**src/rtl/bster_cmd_frontend_if.sv**
```systemverilog
// Command, engine request/response, completion and status channels of the BST command front-end.
interface bster_cmd_frontend_if #(
    parameter int unsigned CMD_WIDTH = 128,
    parameter int unsigned STS_WIDTH = 8,
    parameter int unsigned KEY_WIDTH = 32,
    parameter int unsigned VAL_WIDTH = 32
);
    // command stream
    logic                 cmd_tvalid;
    logic                 cmd_tready;
    logic [CMD_WIDTH-1:0] cmd_tdata;
    // engine request
    logic                 req_valid;
    logic                 req_ready;
    logic [1:0]           req_op;
    logic [KEY_WIDTH-1:0] req_key;
    logic [VAL_WIDTH-1:0] req_value;
    // engine response
    logic                 rsp_valid;
    logic                 rsp_ready;
    logic                 rsp_found;
    logic                 rsp_error;
    logic [VAL_WIDTH-1:0] rsp_value;
    // completion stream
    logic                 cpl_tvalid;
    logic                 cpl_tready;
    logic [CMD_WIDTH-1:0] cpl_tdata;
    // status stream
    logic                 sts_tvalid;
    logic                 sts_tready;
    logic [STS_WIDTH-1:0] sts_tdata;

    // front-end side
    modport master (
        input  cmd_tvalid, cmd_tdata,
        output cmd_tready,
        output req_valid, req_op, req_key, req_value,
        input  req_ready,
        input  rsp_valid, rsp_found, rsp_error, rsp_value,
        output rsp_ready,
        output cpl_tvalid, cpl_tdata,
        input  cpl_tready,
        output sts_tvalid, sts_tdata,
        input  sts_tready
    );

    // environment side (command source, engine, completion/status sinks)
    modport slave (
        output cmd_tvalid, cmd_tdata,
        input  cmd_tready,
        input  req_valid, req_op, req_key, req_value,
        output req_ready,
        output rsp_valid, rsp_found, rsp_error, rsp_value,
        input  rsp_ready,
        input  cpl_tvalid, cpl_tdata,
        output cpl_tready,
        input  sts_tvalid, sts_tdata,
        output sts_tready
    );
endinterface

```
**src/rtl/bster_cmd_frontend.sv**
```systemverilog
// BST command front-end: decodes stream commands, dispatches one at a time to the
// tree engine, and returns one completion beat plus one status beat per command.
module bster_cmd_frontend #(
    parameter int unsigned CMD_WIDTH = 128,
    parameter int unsigned STS_WIDTH = 8,
    parameter int unsigned KEY_WIDTH = 32,
    parameter int unsigned VAL_WIDTH = 32
) (
    input  logic                 aclk,
    input  logic                 aresetn,
    bster_cmd_frontend_if.master bus
);
    localparam int unsigned KEY_LSB = 8;
    localparam int unsigned VAL_LSB = KEY_LSB + KEY_WIDTH;
    localparam int unsigned PAY_MSB = VAL_LSB + VAL_WIDTH - 1;

    localparam logic [7:0] OP_INSERT = 8'h01;
    localparam logic [7:0] OP_SEARCH = 8'h02;
    localparam logic [7:0] OP_DELETE = 8'h03;

    typedef enum logic [1:0] {
        IDLE,
        DISPATCH,
        WAIT_RSP,
        SEND
    } state_t;

    state_t               state_q,      state_d;
    logic                 cmd_tready_q, cmd_tready_d;
    logic                 req_valid_q,  req_valid_d;
    logic [1:0]           req_op_q,     req_op_d;
    logic [KEY_WIDTH-1:0] req_key_q,    req_key_d;
    logic [VAL_WIDTH-1:0] req_value_q,  req_value_d;
    logic                 rsp_ready_q,  rsp_ready_d;
    logic                 cpl_tvalid_q, cpl_tvalid_d;
    logic [CMD_WIDTH-1:0] cpl_tdata_q,  cpl_tdata_d;
    logic                 sts_tvalid_q, sts_tvalid_d;
    logic [STS_WIDTH-1:0] sts_tdata_q,  sts_tdata_d;
    logic [7:0]           op_q,         op_d;
    logic [3:0]           tag_q,        tag_d;

    logic [7:0]           cmd_op;
    logic [KEY_WIDTH-1:0] cmd_key;
    logic [VAL_WIDTH-1:0] cmd_val;
    logic                 cmd_op_ok;
    logic [3:0]           sts_flags;
    logic [VAL_WIDTH-1:0] cpl_val;

    // Command field decode
    assign cmd_op    = bus.cmd_tdata[7:0];
    assign cmd_key   = bus.cmd_tdata[VAL_LSB-1:KEY_LSB];
    assign cmd_val   = bus.cmd_tdata[PAY_MSB:VAL_LSB];
    assign cmd_op_ok = (cmd_op == OP_INSERT) || (cmd_op == OP_SEARCH) || (cmd_op == OP_DELETE);

    // Command bits above the value field carry no meaning
    if (CMD_WIDTH > PAY_MSB + 1) begin : g_unused_cmd
        logic unused_cmd_bits;
        assign unused_cmd_bits = ^bus.cmd_tdata[CMD_WIDTH-1:PAY_MSB+1];
    end

    // Completion word: opcode echo, key echo, value field, remaining bits zero
    function automatic logic [CMD_WIDTH-1:0] cpl_word(input logic [7:0]           op,
                                                      input logic [KEY_WIDTH-1:0] key,
                                                      input logic [VAL_WIDTH-1:0] val);
        logic [CMD_WIDTH-1:0] w;
        w                      = '0;
        w[7:0]                 = op;
        w[VAL_LSB-1:KEY_LSB]   = key;
        w[PAY_MSB:VAL_LSB]     = val;
        return w;
    endfunction

    // Status word: flag nibble and sequence tag, remaining bits zero
    function automatic logic [STS_WIDTH-1:0] sts_word(input logic [3:0] flags,
                                                      input logic [3:0] tag);
        logic [STS_WIDTH-1:0] w;
        w      = '0;
        w[3:0] = flags;
        w[7:4] = tag;
        return w;
    endfunction

    // Next-state and registered-output logic
    always_comb begin
        state_d      = state_q;
        req_valid_d  = req_valid_q;
        req_op_d     = req_op_q;
        req_key_d    = req_key_q;
        req_value_d  = req_value_q;
        cpl_tvalid_d = cpl_tvalid_q;
        cpl_tdata_d  = cpl_tdata_q;
        sts_tvalid_d = sts_tvalid_q;
        sts_tdata_d  = sts_tdata_q;
        op_d         = op_q;
        tag_d        = tag_q;
        sts_flags    = 4'b0001;
        cpl_val      = '0;

        case (state_q)
            IDLE: begin
                if (bus.cmd_tvalid && cmd_tready_q) begin
                    op_d = cmd_op;
                    if (cmd_op_ok) begin
                        state_d     = DISPATCH;
                        req_valid_d = 1'b1;
                        req_op_d    = cmd_op[1:0];
                        req_key_d   = cmd_key;
                        req_value_d = cmd_val;
                    end else begin
                        // unknown opcode is answered locally, the engine never sees it
                        state_d      = SEND;
                        cpl_tvalid_d = 1'b1;
                        sts_tvalid_d = 1'b1;
                        cpl_tdata_d  = cpl_word(cmd_op, cmd_key, '0);
                        sts_tdata_d  = sts_word(4'b0100, tag_q);
                    end
                end
            end
            DISPATCH: begin
                if (bus.req_ready) begin
                    state_d     = WAIT_RSP;
                    req_valid_d = 1'b0;
                end
            end
            WAIT_RSP: begin
                if (bus.rsp_valid && rsp_ready_q) begin
                    if (bus.rsp_error) begin
                        sts_flags = 4'b1000;
                    end else if (((op_q == OP_SEARCH) || (op_q == OP_DELETE)) && !bus.rsp_found) begin
                        sts_flags = 4'b0010;
                    end else begin
                        sts_flags = 4'b0001;
                        if (op_q == OP_SEARCH) begin
                            cpl_val = bus.rsp_value;
                        end
                    end
                    state_d      = SEND;
                    cpl_tvalid_d = 1'b1;
                    sts_tvalid_d = 1'b1;
                    cpl_tdata_d  = cpl_word(op_q, req_key_q, cpl_val);
                    sts_tdata_d  = sts_word(sts_flags, tag_q);
                end
            end
            SEND: begin
                // each stream retires on its own handshake
                cpl_tvalid_d = cpl_tvalid_q && !bus.cpl_tready;
                sts_tvalid_d = sts_tvalid_q && !bus.sts_tready;
                if (!cpl_tvalid_d && !sts_tvalid_d) begin
                    state_d = IDLE;
                    tag_d   = tag_q + 4'd1;
                end
            end
            default: begin
                state_d = IDLE;
            end
        endcase

        cmd_tready_d = (state_d == IDLE);
        rsp_ready_d  = (state_d == WAIT_RSP);
    end

    // State and output registers
    always_ff @(posedge aclk or negedge aresetn) begin
        if (!aresetn) begin
            state_q      <= IDLE;
            cmd_tready_q <= 1'b0;
            req_valid_q  <= 1'b0;
            req_op_q     <= '0;
            req_key_q    <= '0;
            req_value_q  <= '0;
            rsp_ready_q  <= 1'b0;
            cpl_tvalid_q <= 1'b0;
            cpl_tdata_q  <= '0;
            sts_tvalid_q <= 1'b0;
            sts_tdata_q  <= '0;
            op_q         <= '0;
            tag_q        <= '0;
        end else begin
            state_q      <= state_d;
            cmd_tready_q <= cmd_tready_d;
            req_valid_q  <= req_valid_d;
            req_op_q     <= req_op_d;
            req_key_q    <= req_key_d;
            req_value_q  <= req_value_d;
            rsp_ready_q  <= rsp_ready_d;
            cpl_tvalid_q <= cpl_tvalid_d;
            cpl_tdata_q  <= cpl_tdata_d;
            sts_tvalid_q <= sts_tvalid_d;
            sts_tdata_q  <= sts_tdata_d;
            op_q         <= op_d;
            tag_q        <= tag_d;
        end
    end

    assign bus.cmd_tready = cmd_tready_q;
    assign bus.req_valid  = req_valid_q;
    assign bus.req_op     = req_op_q;
    assign bus.req_key    = req_key_q;
    assign bus.req_value  = req_value_q;
    assign bus.rsp_ready  = rsp_ready_q;
    assign bus.cpl_tvalid = cpl_tvalid_q;
    assign bus.cpl_tdata  = cpl_tdata_q;
    assign bus.sts_tvalid = sts_tvalid_q;
    assign bus.sts_tdata  = sts_tdata_q;

endmodule

```
**src/flat_wrapper.sv**
```systemverilog
// flat-port wrapper written by rule: the top's interface ports become plain ports
module bster_cmd_frontend_flat 
#(
    parameter int unsigned CMD_WIDTH = 128,
    parameter int unsigned STS_WIDTH = 8,
    parameter int unsigned KEY_WIDTH = 32,
    parameter int unsigned VAL_WIDTH = 32
)
  (aclk, aresetn, bus_cmd_tvalid, bus_cmd_tdata, bus_cmd_tready, bus_req_valid, bus_req_op, bus_req_key, bus_req_value, bus_req_ready, bus_rsp_valid, bus_rsp_found, bus_rsp_error, bus_rsp_value, bus_rsp_ready, bus_cpl_tvalid, bus_cpl_tdata, bus_cpl_tready, bus_sts_tvalid, bus_sts_tdata, bus_sts_tready);
  bster_cmd_frontend_if #(.CMD_WIDTH(CMD_WIDTH), .STS_WIDTH(STS_WIDTH), .KEY_WIDTH(KEY_WIDTH), .VAL_WIDTH(VAL_WIDTH)) bus_i ();
  input  logic aclk;
  input  logic aresetn;
  input wire logic [$bits(bus_i.cmd_tvalid)-1:0] bus_cmd_tvalid;
  input wire logic [$bits(bus_i.cmd_tdata)-1:0] bus_cmd_tdata;
  output wire logic [$bits(bus_i.cmd_tready)-1:0] bus_cmd_tready;
  output wire logic [$bits(bus_i.req_valid)-1:0] bus_req_valid;
  output wire logic [$bits(bus_i.req_op)-1:0] bus_req_op;
  output wire logic [$bits(bus_i.req_key)-1:0] bus_req_key;
  output wire logic [$bits(bus_i.req_value)-1:0] bus_req_value;
  input wire logic [$bits(bus_i.req_ready)-1:0] bus_req_ready;
  input wire logic [$bits(bus_i.rsp_valid)-1:0] bus_rsp_valid;
  input wire logic [$bits(bus_i.rsp_found)-1:0] bus_rsp_found;
  input wire logic [$bits(bus_i.rsp_error)-1:0] bus_rsp_error;
  input wire logic [$bits(bus_i.rsp_value)-1:0] bus_rsp_value;
  output wire logic [$bits(bus_i.rsp_ready)-1:0] bus_rsp_ready;
  output wire logic [$bits(bus_i.cpl_tvalid)-1:0] bus_cpl_tvalid;
  output wire logic [$bits(bus_i.cpl_tdata)-1:0] bus_cpl_tdata;
  input wire logic [$bits(bus_i.cpl_tready)-1:0] bus_cpl_tready;
  output wire logic [$bits(bus_i.sts_tvalid)-1:0] bus_sts_tvalid;
  output wire logic [$bits(bus_i.sts_tdata)-1:0] bus_sts_tdata;
  input wire logic [$bits(bus_i.sts_tready)-1:0] bus_sts_tready;
  assign bus_i.cmd_tvalid = bus_cmd_tvalid;
  assign bus_i.cmd_tdata = bus_cmd_tdata;
  assign bus_cmd_tready = bus_i.cmd_tready;
  assign bus_req_valid = bus_i.req_valid;
  assign bus_req_op = bus_i.req_op;
  assign bus_req_key = bus_i.req_key;
  assign bus_req_value = bus_i.req_value;
  assign bus_i.req_ready = bus_req_ready;
  assign bus_i.rsp_valid = bus_rsp_valid;
  assign bus_i.rsp_found = bus_rsp_found;
  assign bus_i.rsp_error = bus_rsp_error;
  assign bus_i.rsp_value = bus_rsp_value;
  assign bus_rsp_ready = bus_i.rsp_ready;
  assign bus_cpl_tvalid = bus_i.cpl_tvalid;
  assign bus_cpl_tdata = bus_i.cpl_tdata;
  assign bus_i.cpl_tready = bus_cpl_tready;
  assign bus_sts_tvalid = bus_i.sts_tvalid;
  assign bus_sts_tdata = bus_i.sts_tdata;
  assign bus_i.sts_tready = bus_sts_tready;
  bster_cmd_frontend #(.CMD_WIDTH(CMD_WIDTH), .STS_WIDTH(STS_WIDTH), .KEY_WIDTH(KEY_WIDTH), .VAL_WIDTH(VAL_WIDTH)) u_core (.aclk(aclk), .aresetn(aresetn), .bus(bus_i));
endmodule
```
**config.mk**
```make
export PLATFORM = sky130hd
export DESIGN_NAME = bster_cmd_frontend_flat
export DESIGN_NICKNAME = d
export VERILOG_FILES = /design/src/rtl/bster_cmd_frontend_if.sv /design/src/rtl/bster_cmd_frontend.sv /design/src/flat_wrapper.sv
export SDC_FILE = /design/constraint.sdc
export NUM_CORES = 1
export LEC_CHECK = 0
export CAP_MARGIN = 30
export CORE_MARGIN = 5
export CORE_UTILIZATION = 30
export DETAILED_ROUTE_END_ITERATION = 16
export PLACE_DENSITY_LB_ADDON = 0.25
export SLEW_MARGIN = 0
export SYNTH_ARGS = -nofsm -noshare
export SYNTH_HDL_FRONTEND = slang
export SYNTH_SLANG_ARGS = --single-unit
```
**constraint.sdc**
```tcl
create_clock -name aclk -period 5.1 [get_ports aclk]
set_input_delay 1.02 -clock aclk [delete_from_list [all_inputs] [get_ports aclk]]
set_output_delay 1.02 -clock aclk [all_outputs]
set_load 0.005 [all_outputs]
```
Yosys cells after proc, flatten, opt, wreduce, memory -nomap -nowiden

Index checks and enable logic that the tools add are counted.

Add/subtract/negate cells: 1
$mul: 0
Divide/modulo/power cells: 0
Magnitude comparators: 0
Eq/ne operators: 14
Shift-type cells: 0
Muxes and demuxes: 28
Bitwise gates (word level): 0
Reduce and logical (&&, ||, !) cells: 25

Operators with widths:

| cell                | number |
|---|---|
| $mux 128            | 3 |
| $pmux 128 s2        | 1 |
| $mux 32             | 3 |
| $eq 8x2->1 const B  | 4 |
| $mux 8              | 3 |
| $pmux 8 s2          | 1 |
| $mux 2              | 6 |
| $reduce_and 4->1    | 3 |
| $eq 8x1->1 const B  | 1 |
| $pmux 2 s4          | 1 |
| $eq 2x2->1 const B  | 3 |
| $logic_and 1x1->1   | 6 |
| $mux 1              | 6 |
| $ne 2x1->1 const B  | 3 |
| $pmux 1 s3          | 2 |
| $logic_not 1->1     | 5 |
| $add 4x1->4 const B | 1 |
| $logic_not 2->1     | 2 |
| $mux 4              | 1 |
| $ne 2x2->1 const B  | 2 |
| $reduce_and 2->1    | 2 |
| $reduce_bool 2->1   | 2 |
| $logic_or 1x1->1    | 3 |
| $reduce_and 3->1    | 1 |
| 3 further kinds     | 3 |

Register bits: 221
Latch bits: 0
RAM bits: 0
Bits in read-only memories: 0
Input bits: 169
Output and inout port bits: 207
Logic and storage cells: 81
Memories kept: 0

Longest topological paths before layout

Depth after elaboration: 7
Gate-level depth with buffers: 7
Gate-level depth less buffers: 4

Worst setup path after synthesis

OpenSTA, ideal clock, no wires.

Kind: input -> register
From: input port bus_cmd_tdata[2]
To: register u_core.req_key_q[0], in the netlist u_core.bus.req_key[0]
Library setup time: 0.125 ns
Data arrival time: 2.388 ns
Required time: 4.975 ns
Path slack: 2.586 ns
Stages on the path: 6
Buffers on the path: 2
Path through: nor4_2 o211ai_2 or3_4 buf_6 buf_6 mux2_4

Longest elaborated chain between the ends: 4
Elaborated cells on any way between the ends: 6
Those cells by class: 3 x eq/ne; 3 x reduce/logical

RTL lines:

| item                                            | RTL line                  | source |
|---|---|---|
| from (decl)                                     | flat_wrapper.sv:14        | `input wire logic [$bits(bus_i.cmd_tdata)-1:0] bus_cmd_tdata;` |
| $eq 8x1->1 / $eq 8x2->1 (equally long branches) | bster_cmd_frontend.sv:53  | `assign cmd_op_ok = (cmd_op == OP_INSERT) \|\| (cmd_op == OP_SEARCH) \|\| (cmd_op == OP_DELETE);` |
| $logic_or 1x1->1                                | bster_cmd_frontend.sv:53  |  |
| $logic_or 1x1->1 *                              | bster_cmd_frontend.sv:53  |  |
| $reduce_and 3->1 (no line) *                    | -                         |  |
| to (signal assigned)                            | bster_cmd_frontend.sv:183 | `req_key_q <= req_key_d;` |
| to (decl)                                       | bster_cmd_frontend.sv:32  | `logic [KEY_WIDTH-1:0] req_key_q, req_key_d;` |

Every way passes the cells marked *; elsewhere a longest branch is shown, timed or not.
A chain may end at the register's enable or synchronous reset.

Worst setup path after layout

From: input port bus_cmd_tdata[1]
To: register u_core.req_key_q[15], in the netlist u_core.bus.req_key[15]

The elaborated chain is that of the path after synthesis.

==> flow_metrics.env <==
export IMPL_reg2reg_from="u_core.state_q[1]"
export IMPL_io_pins=376
export IMPL_numPortBuffers=263
export IMPL_clockBufferDepth=2
export IMPL_first_pass_iters=4
export IMPL_core_area_um2=25110
export IMPL_timing_slew_headroom_pct=39.68
export IMPL_worstPathArrival_ps=3610
export IMPL_cts_hold_buf=0
export IMPL_ant_nets=0
export IMPL_ys_types=37
export IMPL_cts_buffers=17
export IMPL_antenna_found_initial=0
export IMPL_yosys_area_top_type="dfrtp_1"
export IMPL_grt_pass1_wl_mm=30.39
export IMPL_root_buffer="clkbuf_16"
export IMPL_synth_warnings=0
export IMPL_routed_wl_mm=19.86
export IMPL_instances_no_fill=1162
export IMPL_ir_worst_vdd_uv=267.2
export IMPL_cp_required_ps=5410
export IMPL_synth_avg_cell_area_um2=13.66
export IMPL_synthArstFlopShare_pct=100.0
export IMPL_grt_pass1_vias=5145
export IMPL_syn_area_um2=7609
export IMPL_drv_slew=0
export IMPL_cts_tree="built"
export IMPL_p_leak_nw=5.147
export IMPL_setup_tns_final_ps=0
export IMPL_synth_edff_count=0
export IMPL_power_density_nw_per_um2=415.9
export IMPL_endpoint_kind="flop"
export IMPL_die_area_um2=28650
export IMPL_grt_start_max_net_pins=94
export IMPL_period_needed_ps=3299
export IMPL_clock_sinks=165
export IMPL_synthFlopType="dfrtp_1"
export IMPL_nNetsFinal=989
export IMPL_syn_inst=557
export IMPL_max_freq_mhz=303.1
export IMPL_drive_above_1_share_pct=25.36
export IMPL_fin_worst_skew_ps=11.95
export IMPL_synth_area_top_cells="dfrtp_1 54%, mux2_2 18%, mux2_4 7.9%, buf_4 5.6%, mux2i_1 4.5%"
export IMPL_synth_seq_area_share_pct=54.27
export IMPL_cap_violations=0
export IMPL_die_h_um=169.3
export IMPL_criticalPathCategory="primary input to flop"
export IMPL_worstSkewPairLatency_ps=420
export IMPL_fp_row_count=58
export IMPL_dp_cells=1129
export IMPL_htree_num_levels=4
export IMPL_worstMarginPinSlew_ps=902.8
export IMPL_hold_violations=0
export IMPL_routedWlPerCell_um=17.09
export IMPL_start_kind="primary input"
export IMPL_vias_per_cell=4.231
export IMPL_power_mw=4.560
export IMPL_fp_dieW_um=169.3
export IMPL_setup_viol=0
export IMPL_status="finished, final reports clean"
export IMPL_gp_congestion=0.7146
export IMPL_design_area_um2=10960
export IMPL_n_antenna_cell=0
export IMPL_hold_path_class="primary input to async pin"
export IMPL_period_share_pct=64.70
export IMPL_remaining_drc_errors=0
export IMPL_via_count=4916
export IMPL_syn_to_final_growth_pct=44.11
export IMPL_cts_resized=0
export IMPL_utilization_pct=43.67
export IMPL_dp_hpwl_mm=14.11
export IMPL_track_usage_pct=13.60
export IMPL_synth_top_area_share_pct=54.27
export IMPL_grt_overflow_total=0
export IMPL_r2r_end="u_core.bus.req_key[15]"
export IMPL_rsz0062_at_grt="false"
export IMPL_reg2reg_depth=4
export IMPL_cts_setup_buffers=0
export IMPL_drt_iter0_markers=218
export IMPL_initial_core_util_pct=30.30
export IMPL_synth_seq_cells=165
export IMPL_dpl_instance_area_um2=10340
export IMPL_reg2reg_slack_ps=2490
export IMPL_clkTransAtPathRegs_ps=70
export IMPL_worstPathMaxFanout=44
[logic make-up (layout without fill, tap and decap cells)]
logic type                 after synthesis  after routing  synth area share, %
xor gates and xnor gates                 3              3               0.3454
AOI/OAI and AO/OA                       13             13                1.365
buffers and inverters                  118            338                9.620
DFF                                    165            165                54.27
muxes                                  194            194                30.13
adders and majority gates                1              1               0.1644
other                                    1             56              0.04929
and+or+nand+nor                         62             62                4.062
[cells in the final DEF, fill, tap and decap left out, types with 2 or more instances in the layout]
cell type / instances
a2bb2oi_1: 3
buf_4: 5
clkbuf_16: 17
clkdlybuf4s50_1: 262
conb_1: 56
dfrtp_1: 165
inv_1: 36
inv_6: 6
inv_8: 4
mux2_2: 120
mux2_4: 40
mux2i_1: 34
nand2_1: 38
nand2b_1: 4
nand3_1: 3
nor2_1: 5
or3b_2: 2
xor2_1: 2
[state kept, by name, summed over array words and instances, names as in the netlist, 2 cells and up]
register / cells
u_core.state_q: 2
u_core.bus.req_value: 32
u_core.bus.req_key: 32
u_core.bus.sts_tdata: 8
u_core.tag_q: 4
u_core.bus.cpl_tdata: 72
u_core.bus.req_op: 2
u_core.op_q: 8
[routing by layer]
layer	vias to the layer above	GRT usage (%)	part of all wire (%)
met5	-	0	0
met4	0	4.375	1.5
met3	21	2.702	5.0
met2	160	23.57	52
met1	2438	17.10	41
li1	2297	-	-
[Yosys cell counts, types with 2 or more instances]
cell and number:
dfrtp_1 165, mux2_2 120, buf_4 57, mux2_4 40
nand2_1 38, inv_1 36, mux2i_1 34, buf_2 12
buf_6 8, clkbuf_1 5, nor2_1 5, nand2b_1 4
a2bb2oi_1 3, nand3_1 3, nor2b_1 2, o21ai_0 2
or3b_2 2, xor2_1 2
[layout make-up]
type                       count  area [um^2]
clock buffer                  18        439.2
multi-input combinational    329         2973
tap                          330        412.9
timing repair buffer         270         2719
fill                        2354        14140
sequential                   165         4129
inverter                      36        135.1
clock inverter                14        156.4
[worst max-delay path, cell delays in order]
cell and delay [ps]:
clkdlybuf4s50_1 510, o211ai_2 400, or3_4 710, buf_4 530, mux2_2 390
[worst max-delay path by stage]
stage                      from                  endpoint  slack [ps]  depth (start not counted)
2_1_floorplan  bus_cmd_tdata[2]     u_core.bus.req_key[0]        2590                          6
6_report       bus_cmd_tdata[1]    u_core.bus.req_key[15]        1800                          5
3_3_place_gp   bus_cmd_tdata[0]  u_core.bus.req_value[31]        1320                          5
3_5_place_dp   bus_cmd_tdata[0]    u_core.bus.req_key[15]        1270                          5
4_1_cts        bus_cmd_tdata[0]    u_core.bus.req_key[15]        1730                          5
5_1_grt        bus_cmd_tdata[0]    u_core.bus.req_key[15]        1620                          5
[metrics by stage]
stage          setup WS, ps  hold WS [ps]
2_1_floorplan          2586         437.8
3_3_place_gp           1318         455.2
3_5_place_dp           1271         458.3
4_1_cts                1728         471.5
5_1_grt                1615         349.7
6_report               1801         378.2
[report_power, final]
part,internal [mW],switching [mW],total (mW)
Sequential,1.57,0.173,1.75
Combinational,0.933,0.561,1.49
Clock,0.713,0.607,1.32
No activity file was read; power rests on OpenSTA's default activity.
